<file path="src/rtl/pipeline_hazard_ctrl_pkg.sv">
// pipeline_hazard_ctrl_pkg: shared state encoding and constants for the hazard sequencer
package pipeline_hazard_ctrl_pkg;
  typedef enum logic [1:0] {RUN = 2'b00, LU_STALL = 2'b01, MEM_WAIT = 2'b10} state_t;
  localparam logic [4:0] REG_ZERO = 5'd0;
  localparam int LU_W = 4;
  localparam int WAIT_W = 10;
endpackage

</file>
<file path="src/rtl/pipeline_hazard_ctrl_hazard_detect.sv">
// pipeline_hazard_ctrl_hazard_detect: combinational load-use hazard detection on register fields
module pipeline_hazard_ctrl_hazard_detect
  import pipeline_hazard_ctrl_pkg::*;
(
  input  logic       mem_read,
  input  logic [4:0] rd,
  input  logic [4:0] rs,
  input  logic [4:0] rt,
  input  logic       uses_rt,
  output logic       lu_hazard
);
  assign lu_hazard = mem_read && rd != REG_ZERO && (rd == rs || (uses_rt && rd == rt));
endmodule

</file>
<file path="src/rtl/pipeline_hazard_ctrl.sv">
// pipeline_hazard_ctrl: stall/flush sequencer for load-use, multi-cycle memory and taken branches
module pipeline_hazard_ctrl
  import pipeline_hazard_ctrl_pkg::*;
#(
  parameter int LOAD_STALL_CYCLES = 1,
  parameter int MEM_TIMEOUT = 64,
  parameter int CNT_W = 16
) (
  input  logic             clk,
  input  logic             arst_n,
  input  logic             ID_EXE_mem_read,
  input  logic [4:0]       ID_EXE_rd,
  input  logic [4:0]       IF_ID_rs,
  input  logic [4:0]       IF_ID_rt,
  input  logic             IF_ID_uses_rt,
  input  logic             dmem_req,
  input  logic             dmem_ready,
  input  logic             branch_taken,
  output logic             pc_write_en,
  output logic             if_id_write_en,
  output logic             id_exe_write_en,
  output logic             exe_mem_write_en,
  output logic             mem_wb_write_en,
  output logic             id_exe_bubble,
  output logic             flush_front,
  output logic [CNT_W-1:0] stall_cnt,
  output logic             err_mem_timeout
);
  state_t state, state_nx;
  logic [LU_W-1:0] lu_cnt, lu_nx;
  logic [WAIT_W-1:0] wait_cnt, wait_nx;
  logic lu_hazard, mem_busy, br, front_stall;
  pipeline_hazard_ctrl_hazard_detect u_hd (
    .mem_read (ID_EXE_mem_read),
    .rd       (ID_EXE_rd),
    .rs       (IF_ID_rs),
    .rt       (IF_ID_rt),
    .uses_rt  (IF_ID_uses_rt),
    .lu_hazard(lu_hazard)
  );
  // Gating by arst_n makes every output fall back to RUN values the instant reset asserts.
  assign mem_busy = arst_n && dmem_req && !dmem_ready;
  assign br = arst_n && !mem_busy && branch_taken;
  assign front_stall = arst_n && !mem_busy && !br && (lu_hazard || state == LU_STALL);
  assign pc_write_en = !mem_busy && !front_stall;
  assign if_id_write_en = pc_write_en;
  assign id_exe_write_en = !mem_busy;
  assign exe_mem_write_en = !mem_busy;
  assign mem_wb_write_en = !mem_busy;
  assign id_exe_bubble = front_stall;
  assign flush_front = br;
  always_comb begin
    state_nx = RUN;
    lu_nx = '0;
    wait_nx = '0;
    if (mem_busy) begin
      state_nx = MEM_WAIT;
      wait_nx = state != MEM_WAIT ? WAIT_W'(1) :
                wait_cnt == WAIT_W'(MEM_TIMEOUT) ? wait_cnt : wait_cnt + 1'b1;
    end else if (!br) begin
      if (state == LU_STALL) begin
        lu_nx = lu_cnt - 1'b1;
        state_nx = lu_cnt == LU_W'(1) ? RUN : LU_STALL;
      end else if (lu_hazard && LOAD_STALL_CYCLES > 1) begin
        state_nx = LU_STALL;
        lu_nx = LU_W'(LOAD_STALL_CYCLES - 1);
      end
    end
  end
  always_ff @(posedge clk or negedge arst_n) begin
    if (!arst_n) begin
      state <= RUN;
      lu_cnt <= '0;
      wait_cnt <= '0;
      stall_cnt <= '0;
      err_mem_timeout <= 1'b0;
    end else begin
      state <= state_nx;
      lu_cnt <= lu_nx;
      wait_cnt <= wait_nx;
      if (!pc_write_en && stall_cnt != '1) stall_cnt <= stall_cnt + 1'b1;
      if (state == MEM_WAIT && mem_busy && wait_cnt == WAIT_W'(MEM_TIMEOUT)) err_mem_timeout <= 1'b1;
    end
  end
endmodule
</file>
<file path="config.mk">
export PLATFORM = sky130hd
export DESIGN_NAME = pipeline_hazard_ctrl
export DESIGN_NICKNAME = d
export VERILOG_FILES = /design/src/rtl/pipeline_hazard_ctrl_pkg.sv /design/src/rtl/pipeline_hazard_ctrl_hazard_detect.sv /design/src/rtl/pipeline_hazard_ctrl.sv
export SDC_FILE = /design/constraint.sdc
export NUM_CORES = 1
export LEC_CHECK = 0
export BUFFER_PORTS_ARGS = -buffer_cell sky130_fd_sc_hd__buf_2
export CORE_MARGIN = 2
export CORE_UTILIZATION = 26
export CTS_BUF_LIST = sky130_fd_sc_hd__clkbuf_16
export CTS_CLUSTER_SIZE = 12
export DETAILED_ROUTE_END_ITERATION = 8
export MAX_ROUTING_LAYER = met4
export PLACE_DENSITY_LB_ADDON = 0.25
export SLEW_MARGIN = 5
export SYNTH_ARGS = -nofsm -noshare
export SYNTH_HDL_FRONTEND = slang
export SYNTH_SLANG_ARGS = --single-unit
</file>
<file path="constraint.sdc">
create_clock -name clk -period 1.8 [get_ports clk]
set_input_delay 0.18 -clock clk [delete_from_list [all_inputs] [get_ports clk]]
set_output_delay 0.18 -clock clk [all_outputs]
set_load 0.05 [all_outputs]
</file>
==> flow_metrics.env, run 1 <==
export IMPL_status="finished, final reports clean"
export IMPL_crit_type="input port to output pin"
export IMPL_grt_first_pass_wirelength_um=6560
export IMPL_num_vias=1461
export IMPL_final_common_cell="buf_2"
export IMPL_pin_count=46
export IMPL_preCtsSetupSlack_ns=-0.0419
export IMPL_path_max_fanout=11
export IMPL_die_y_um=88.2
export IMPL_period_needed_ns=1.76
export IMPL_placed_area_mm2=0.00230
export IMPL_ys_seq_elements=33
export IMPL_final_cell_mix="buf_2, dfrtp_1, xnor2_1, nor2_1, xor2_1"
export IMPL_die_area_mm2=0.00778
export IMPL_critPathLaunchType="input port"
export IMPL_maxSlewViolCount=0
export IMPL_ir_worst_vdd_v=0.000316
export IMPL_fmax_mhz=569
export IMPL_power_leakage_nw=1.09
export IMPL_avgRoutedWirePerCell_um=11.6
export IMPL_die_w_um=88.2
export IMPL_async_reset_ff_frac=1.00
export IMPL_critPathMaxStageDelay_ns=0.54
export IMPL_drt_iter0_markers=54
export IMPL_cts_sinks=33
export IMPL_min_period_over_period=0.977
export IMPL_endpoint_kind="output pin"
export IMPL_cpMaxStageDelayCell="or4_4"
export IMPL_hold_slack_ns=0.00519
export IMPL_grtUsageTotal=0.110
export IMPL_crit_chain="buf_2, or4_4, o21ai_4, nor3_4, buf_12, nor2_4, clkbuf_4"
export IMPL_cts_root_buf="clkbuf_16"
export IMPL_drcViolationCount=0
export IMPL_fp_coreArea_mm2=0.00683
export IMPL_cts_max_path_buffers=2
export IMPL_final_hold_viol_count=0
export IMPL_finalInstanceArea_mm2=0.00246
export IMPL_hpwl_um=2990
export IMPL_synth_top_cell_area_share=0.448
export IMPL_synth_area_mm2=0.00184
export IMPL_synth_nets=205
export IMPL_antenna_found_initial=0
export IMPL_utilization=0.360
export IMPL_worst_slew_pin_slew_ns=0.429
export IMPL_routed_wirelength_um=3880
export IMPL_clk_latency_ns=0.27
export IMPL_ys_types=37
export IMPL_grt_overflow=0
export IMPL_vias_per_cell=4.39
export IMPL_grt_max_degree=34
export IMPL_cp_arrival_ns=1.58
export IMPL_drive_gt1_frac=0.376
export IMPL_setup_viol=0
export IMPL_synth_seq_area_share=0.448
export IMPL_synth_enable_flop_cells=0
export IMPL_cts_setup_buffers=0
export IMPL_cts_tree="yes"
export IMPL_nets=263
export IMPL_routabilityCongestion=0.722
export IMPL_start_util=0.270
export IMPL_io_buffer_count=45
export IMPL_nFillCells=704
export IMPL_grt_pass1_vias=1382
export IMPL_area_delta_synth_final_pct=33.2
export IMPL_hp_class="input port to async pin"
export IMPL_p_per_area_mw_per_mm2=872
export IMPL_hold_buffers=0
export IMPL_cts_buffers=5
export IMPL_synth_area_leader_cell="dfrtp_1"
export IMPL_drt_pass1_iter_count=4
export IMPL_fin_setup_tns_ns=0
export IMPL_ant_nets=0
export IMPL_n_antenna_cell=0
export IMPL_clk_pin_slew_worst_paths_ns=0.05
export IMPL_cp_data_required_time_ns=1.62
export IMPL_timing_slew_headroom=0.714
export IMPL_synthFlopType="dfrtp_1"
export IMPL_setup_slack_ns=0.0420
export IMPL_maxCapViolCount=0
export IMPL_ys_top_cells_by_area="dfrtp_1, xnor2_1, xor2_1"
export IMPL_fin_skew_ns=0.00233
export IMPL_rows=30
export IMPL_htreeDepth=2
export IMPL_yosys_warnings=0
export IMPL_synthCells=178
export IMPL_rsz0062_at_grt="yes"
export IMPL_synth_area_per_cell_um2=10.4
-- cell families after synthesis --
family / count (synthesis) / synth area share
AOI/OAI and AO/OA: 25 / 0.113
adders and majority gates: 5 / 0.0339
buffers and inverters: 11 / 0.0332
DFF: 33 / 0.448
and+or+nand+nor: 68 / 0.199
muxes: 1 / 0.00611
xor gates and xnor gates: 35 / 0.166
-- sequential cells by signal, summed over array words and instances (netlist names) --
signal           cells
err_mem_timeout      1
lu_cnt               4
stall_cnt           16
wait_cnt            10
state                2
-- critical path, delay by kind of cell --
family	cells	cell delay, ns
AOI/OAI and AO/OA	1	0.19
buffers and inverters	3	0.49
and+or+nand+nor	3	0.72
-- cell type report --
| class | instances | area [um^2] | share of cell area |
|---|---|---|---|
| Multi-Input combinational cell | 134 | 1020 | 0.414 |
| Clock inverter | 3 | 12.5 | 0.00509 |
| Clock buffer | 5 | 125 | 0.0509 |
| Tap cell | 96 | 120 | 0.0489 |
| Sequential cell | 33 | 833 | 0.339 |
| Inverter | 6 | 22.5 | 0.00917 |
| Timing Repair Buffer | 56 | 325 | 0.132 |
-- path summary, 6_finish.rpt --
| path | startpoint | end | cells after the start | slack (ns) |
|---|---|---|---|---|
| max | ID_EXE_rd[0] | if_id_write_en | 7 | 0.04 |
| min | arst_n | state[1] | 2 | 0.005 |
| max reg2reg | stall_cnt[6] | stall_cnt[1] | 6 | 0.14 |
| min reg2reg | err_mem_timeout | err_mem_timeout | 1 | 0.47 |
| max in group asynchronous | arst_n | stall_cnt[8] | 2 | 1.46 |
| min in group clk | dmem_ready | wait_cnt[0] | 3 | 0.34 |
-- per-stage QoR --
stage                     power [mW]  std cells
after detailed placement        1.37        325
after CTS                       2.17        333
after global placement          1.37        325
after floorplan                 1.22        178
after global routing            2.25        333
final                           2.14        333
-- cell usage after synthesis, drive strengths merged (5+ instances only) --
cell and number:
dfrtp 33, nand3 5, nand2 8, nand4 5, nor3 5, buf 5
o21ai 6, xor2 13, and3 7, o211ai 11, ha 5, nor2 24
inv 6, xnor2 22
-- what timing repair did --
| item | in CTS | in global routing |
|---|---|---|
| hold endpoints to repair | 0 | 0 |
| setup endpoints to repair | 2 | 2 |
| gates resized for setup | 0 | 4 |
-- report_power, final --
group          internal [mW]  switching, mW  total (mW)
Combinational          0.153          0.325       0.477
Sequential             0.802         0.0733       0.875
Clock                  0.499          0.290       0.789
-- metal layers --
layer | GRT usage | wire length [um]
met5 | - | 0
met3 | 0.0224 | 189
met4 | 0.0413 | 72
met1 | 0.157 | 1950
met2 | 0.154 | 1670
Note: power is estimated with default switching activity, not from simulation.
==> inputs of run 2 (changes only) <==
--- a/config.mk
+++ b/config.mk
@@ -7,7 +7,7 @@
 export LEC_CHECK = 0
 export BUFFER_PORTS_ARGS = -buffer_cell sky130_fd_sc_hd__buf_2
 export CORE_MARGIN = 2
-export CORE_UTILIZATION = 26
+export CORE_UTILIZATION = 45
 export CTS_BUF_LIST = sky130_fd_sc_hd__clkbuf_16
 export CTS_CLUSTER_SIZE = 12
 export DETAILED_ROUTE_END_ITERATION = 8
==> flow_metrics.env, run 2 (synthesis results as in run 1) <==
export IMPL_clk_latency_ns=0.27
export IMPL_regMostFlops="stall_cnt"
export IMPL_largest_reg_flops=16
export IMPL_status="finished, final reports clean"
export IMPL_period_needed_ns=1.75
export IMPL_grt_first_pass_wirelength_um=6360
export IMPL_grt_overflow=0
export IMPL_nets=266
export IMPL_hold_buffers=0
export IMPL_utilization=0.605
export IMPL_die_y_um=68.0
export IMPL_regArea_um2=833
export IMPL_n_antenna_cell=0
export IMPL_r2r_cells=6
export IMPL_maxCapViolCount=0
export IMPL_cp_data_required_time_ns=1.62
export IMPL_min_period_over_period=0.971
export IMPL_r2r_start="stall_cnt[6]"
export IMPL_vias_per_cell=5.05
export IMPL_grtUsageTotal=0.187
export IMPL_endpoint_kind="output pin"
export IMPL_io_buffer_count=45
export IMPL_setup_slack_ns=0.0525
export IMPL_rsz0062_at_grt="yes"
export IMPL_cts_buffers=5
export IMPL_reg_largest_list="stall_cnt x16, wait_cnt x10, lu_cnt x4"
export IMPL_preCtsSetupSlack_ns=-0.0209
export IMPL_fp_coreArea_mm2=0.00397
export IMPL_clk_pin_slew_worst_paths_ns=0.05
export IMPL_cp_arrival_ns=1.57
export IMPL_crit_type="input port to output pin"
export IMPL_routed_wirelength_um=3670
export IMPL_setup_viol=0
export IMPL_dp_cells=280
export IMPL_fin_skew_ns=0.00616
export IMPL_maxSlewViolCount=0
export IMPL_drt_iter0_markers=75
export IMPL_rows=23
export IMPL_drcViolationCount=0
export IMPL_hpwl_um=2790
export IMPL_final_common_cell="buf_2"
export IMPL_drt_pass1_iter_count=4
export IMPL_hp_class="input port to async pin"
export IMPL_ir_worst_vdd_v=0.000676
export IMPL_cts_tree="yes"
export IMPL_final_hold_viol_count=0
export IMPL_ant_nets=0
export IMPL_hold_slack_ns=0.00439
export IMPL_cts_sinks=33
export IMPL_avgRoutedWirePerCell_um=12.6
export IMPL_power_leakage_nw=1.10
export IMPL_timing_slew_headroom=0.724
export IMPL_drive_gt1_frac=0.375
export IMPL_die_w_um=68.0
export IMPL_htreeDepth=2
export IMPL_antenna_found_initial=0
export IMPL_start_util=0.464
export IMPL_critPathLaunchType="input port"
export IMPL_cts_root_buf="clkbuf_16"
export IMPL_nFillCells=342
export IMPL_worst_slew_pin_slew_ns=0.414
export IMPL_pin_count=46
export IMPL_finalPower_mw=2.13
export IMPL_num_vias=1464
export IMPL_die_area_mm2=0.00463
export IMPL_path_max_fanout=7
export IMPL_cts_max_path_buffers=2
export IMPL_r2r_slack_ns=0.13
export IMPL_p_per_area_mw_per_mm2=888
export IMPL_fmax_mhz=572
export IMPL_reg2reg_to="stall_cnt[1]"
export IMPL_multiInputGateArea_mm2=0.00101
export IMPL_routabilityCongestion=0.815
export IMPL_grt_max_degree=34
export IMPL_area_delta_synth_final_pct=30.2
export IMPL_grt_pass1_vias=1453
export IMPL_final_cell_mix="buf_2, dfrtp_1, xnor2_1, nor2_1"
export IMPL_fin_cells=290
[run 2: per-stage QoR]
stage          setup TNS [ns]  cell area, um^2
3_5_place_dp          -0.0326             2240
4_1_cts               -0.0117             2370
5_1_grt               -0.0198             2400
6_report                    0             2400
3_3_place_gp         -0.00140             2240
2_1_floorplan         -0.0375             1910
[run 2: final cells by class]
class / instances / share of cell area
sequential: 33 / 0.347
clock inverter: 3 / 0.00469
tap: 50 / 0.0261
timing repair buffer: 59 / 0.139
clock buffer: 5 / 0.0521
multi-input combinational: 134 / 0.422
inverter: 6 / 0.00938
[run 2: worst max-delay path, cell delays in order]
cell and delay [ns]:
buf_2 0.10, or4_4 0.54, o21ai_4 0.19, nor3_4 0.06
buf_6 0.14, nor2_4 0.09, buf_2 0.26
[run 2: routing by layer]
layer	routed length [um]	part of all wire	vias up	track usage
li1	-	-	742	-
met5	0	0	-	-
met4	57	0.016	0	0.0750
met3	182	0.050	4	0.0461
met2	1710	0.47	40	0.280
met1	1720	0.47	678	0.243
[run 2: repair_timing]
action                     4_1_cts  5_1_grt
resized for setup                0        2
setup endpoints to repair        2        2
pin swaps                        0        1
setup buffers                    0        2
[run 2: report_power, final]
group	internal [mW]	switching [mW]	total [mW]
combinational	0.156	0.328	0.484
clock	0.496	0.282	0.777
sequential	0.802	0.0690	0.871
total	1.45	0.678	2.13
[run 2: worst max-delay path by stage]
stage | startpoint | end | slack, ns
after floorplan | ID_EXE_rd[0] | pc_write_en | -0.04
after global routing | ID_EXE_rd[0] | if_id_write_en | -0.01
final | ID_EXE_rd[0] | pc_write_en | 0.05
after CTS | ID_EXE_rd[0] | pc_write_en | -0.006
after global placement | ID_EXE_rd[0] | stall_cnt[1] | -0.001
after detailed placement | ID_EXE_rd[0] | stall_cnt[1] | -0.02
==> inputs of run 3 (changes only) <==
--- a/config.mk
+++ b/config.mk
@@ -12,7 +12,7 @@
 export CTS_CLUSTER_SIZE = 12
 export DETAILED_ROUTE_END_ITERATION = 8
 export MAX_ROUTING_LAYER = met4
-export PLACE_DENSITY_LB_ADDON = 0.25
+export PLACE_DENSITY = 0.72
 export SLEW_MARGIN = 5
 export SYNTH_ARGS = -nofsm -noshare
 export SYNTH_HDL_FRONTEND = slang
==> flow_metrics.env, run 3 (synthesis results as in run 1) <==
export IMPL_status="finished, final reports clean"
export IMPL_grt_pass1_vias=1450
export IMPL_drive_gt1_frac=0.369
export IMPL_r2r_slack_ns=0.17
export IMPL_cts_tree="yes"
export IMPL_grt_max_degree=34
export IMPL_regMostFlops="stall_cnt"
export IMPL_grt_first_pass_wirelength_um=6700
export IMPL_setup_viol=0
export IMPL_crit_type="input port to output pin"
export IMPL_largest_reg_flops=16
export IMPL_vias_per_cell=5.28
export IMPL_clk_pin_slew_worst_paths_ns=0.05
export IMPL_start_util=0.464
export IMPL_r2r_cells=6
export IMPL_cts_sinks=33
export IMPL_worst_slew_pin_slew_ns=0.418
export IMPL_cts_buffers=5
export IMPL_timing_slew_headroom=0.721
export IMPL_fin_skew_ns=0.00836
export IMPL_cts_root_buf="clkbuf_16"
export IMPL_num_vias=1509
export IMPL_fp_coreArea_mm2=0.00397
export IMPL_routed_wirelength_um=3780
export IMPL_r2r_start="stall_cnt[6]"
export IMPL_drt_iter0_markers=46
export IMPL_reg_largest_list="stall_cnt x16, wait_cnt x10, lu_cnt x4"
export IMPL_htreeDepth=2
export IMPL_n_antenna_cell=0
export IMPL_cts_setup_buffers=0
export IMPL_die_y_um=68.0
export IMPL_pin_count=46
export IMPL_ant_nets=0
export IMPL_hpwl_um=2810
export IMPL_final_hold_viol_count=0
export IMPL_antenna_found_initial=0
export IMPL_period_needed_ns=1.72
export IMPL_final_common_cell="buf_2"
export IMPL_grt_overflow=0
export IMPL_die_area_mm2=0.00463
export IMPL_hp_class="input port to async pin"
export IMPL_grtUsageTotal=0.199
export IMPL_rsz0062_at_grt="no"
export IMPL_cp_arrival_ns=1.54
export IMPL_p_per_area_mw_per_mm2=902
export IMPL_fmax_mhz=581
export IMPL_drt_pass1_iter_count=4
export IMPL_min_period_over_period=0.956
export IMPL_routabilityCongestion=0.751
export IMPL_fin_cells=286
export IMPL_critPathLaunchType="input port"
export IMPL_ir_worst_vdd_v=0.000578
export IMPL_nFillCells=349
export IMPL_nets=262
export IMPL_maxCapViolCount=0
export IMPL_clk_latency_ns=0.28
export IMPL_endpoint_kind="output pin"
export IMPL_io_buffer_count=45
export IMPL_path_max_fanout=10
export IMPL_cts_max_path_buffers=2
export IMPL_maxSlewViolCount=0
export IMPL_avgRoutedWirePerCell_um=13.2
export IMPL_power_leakage_nw=1.09
export IMPL_drcViolationCount=0
export IMPL_rows=23
export IMPL_area_delta_synth_final_pct=29.3
export IMPL_cp_data_required_time_ns=1.62
export IMPL_final_cell_mix="buf_2, dfrtp_1, xnor2_1, nor2_1, xor2_1"
export IMPL_dp_cells=278
export IMPL_die_w_um=68.0
export IMPL_reg2reg_to="stall_cnt[1]"
export IMPL_finalPower_mw=2.15
==> run 3: cell types whose count changed in the layout (fill, tap and decap cells not counted), sizes merged <==
| cell | before | now |
|---|---|---|
| buf | 59 | 55 |
==> run 3: power by group <==
part           total [mW]  internal (mW)  switching, mW  leakage, nW
Combinational       0.481          0.154          0.327        0.568
Clock               0.797          0.497          0.300       0.0738
Sequential          0.872          0.802         0.0704        0.444
==> run 3: layout make-up <==
cell class	count	area (um^2)	area share
tap	50	62.6	0.0262
clock inverter	3	11.3	0.00472
sequential	33	833	0.349
clock buffer	5	125	0.0525
inverter	6	22.5	0.00944
timing repair buffer	55	313	0.131
multi-input combinational	134	1020	0.427
==> run 3: stage by stage <==
stage	area (um^2)	TNS (ns)	hold slack [ns]	utilization	setup slack (ns)
after floorplan	1910	-0.0375	-0.116	-	-0.0375
after global placement	2220	-0.0119	0.312	0.560	-0.00484
after detailed placement	2220	-0.0873	0.313	0.560	-0.0401
after CTS	2370	-0.0181	0.0127	0.596	-0.00905
after global routing	2380	0	0.0466	0.601	0.00931
final	2380	0	0.0109	0.601	0.0788
==> run 3: worst max-delay path by stage <==
stage,start,endpoint,slack (ns),depth (start not counted)
after floorplan,ID_EXE_rd[0],pc_write_en,-0.04,6
after global placement,ID_EXE_rd[0],pc_write_en,-0.005,7
after detailed placement,ID_EXE_rd[0],stall_cnt[1],-0.04,9
after CTS,ID_EXE_rd[0],if_id_write_en,-0.009,7
after global routing,state[1],if_id_write_en,0.009,5
final,ID_EXE_rd[4],pc_write_en,0.08,8
==> run 3: worst max-delay path, stage by stage <==
cell,delay [ns]
buf_2,0.12
xor2_1,0.17
nor4_2,0.31
a32oi_2,0.19
nor3_4,0.16
buf_6,0.18
nor2_4,0.05
buf_4,0.18
==> run 3: timing repair <==
| action | in CTS | in global routing |
|---|---|---|
| hold buffers | 0 | 0 |
| gates cloned | 0 | 0 |
| resized for setup | 1 | 7 |
| endpoints found under the setup margin | 2 | 3 |
==> run 3: metal layers <==
layer,up-vias,share of wire,global-route usage
li1,729,-,-
met1,718,0.46,0.255
met2,56,0.46,0.306
met3,6,0.063,0.0510
met4,0,0.017,0.0675
met5,-,0,-
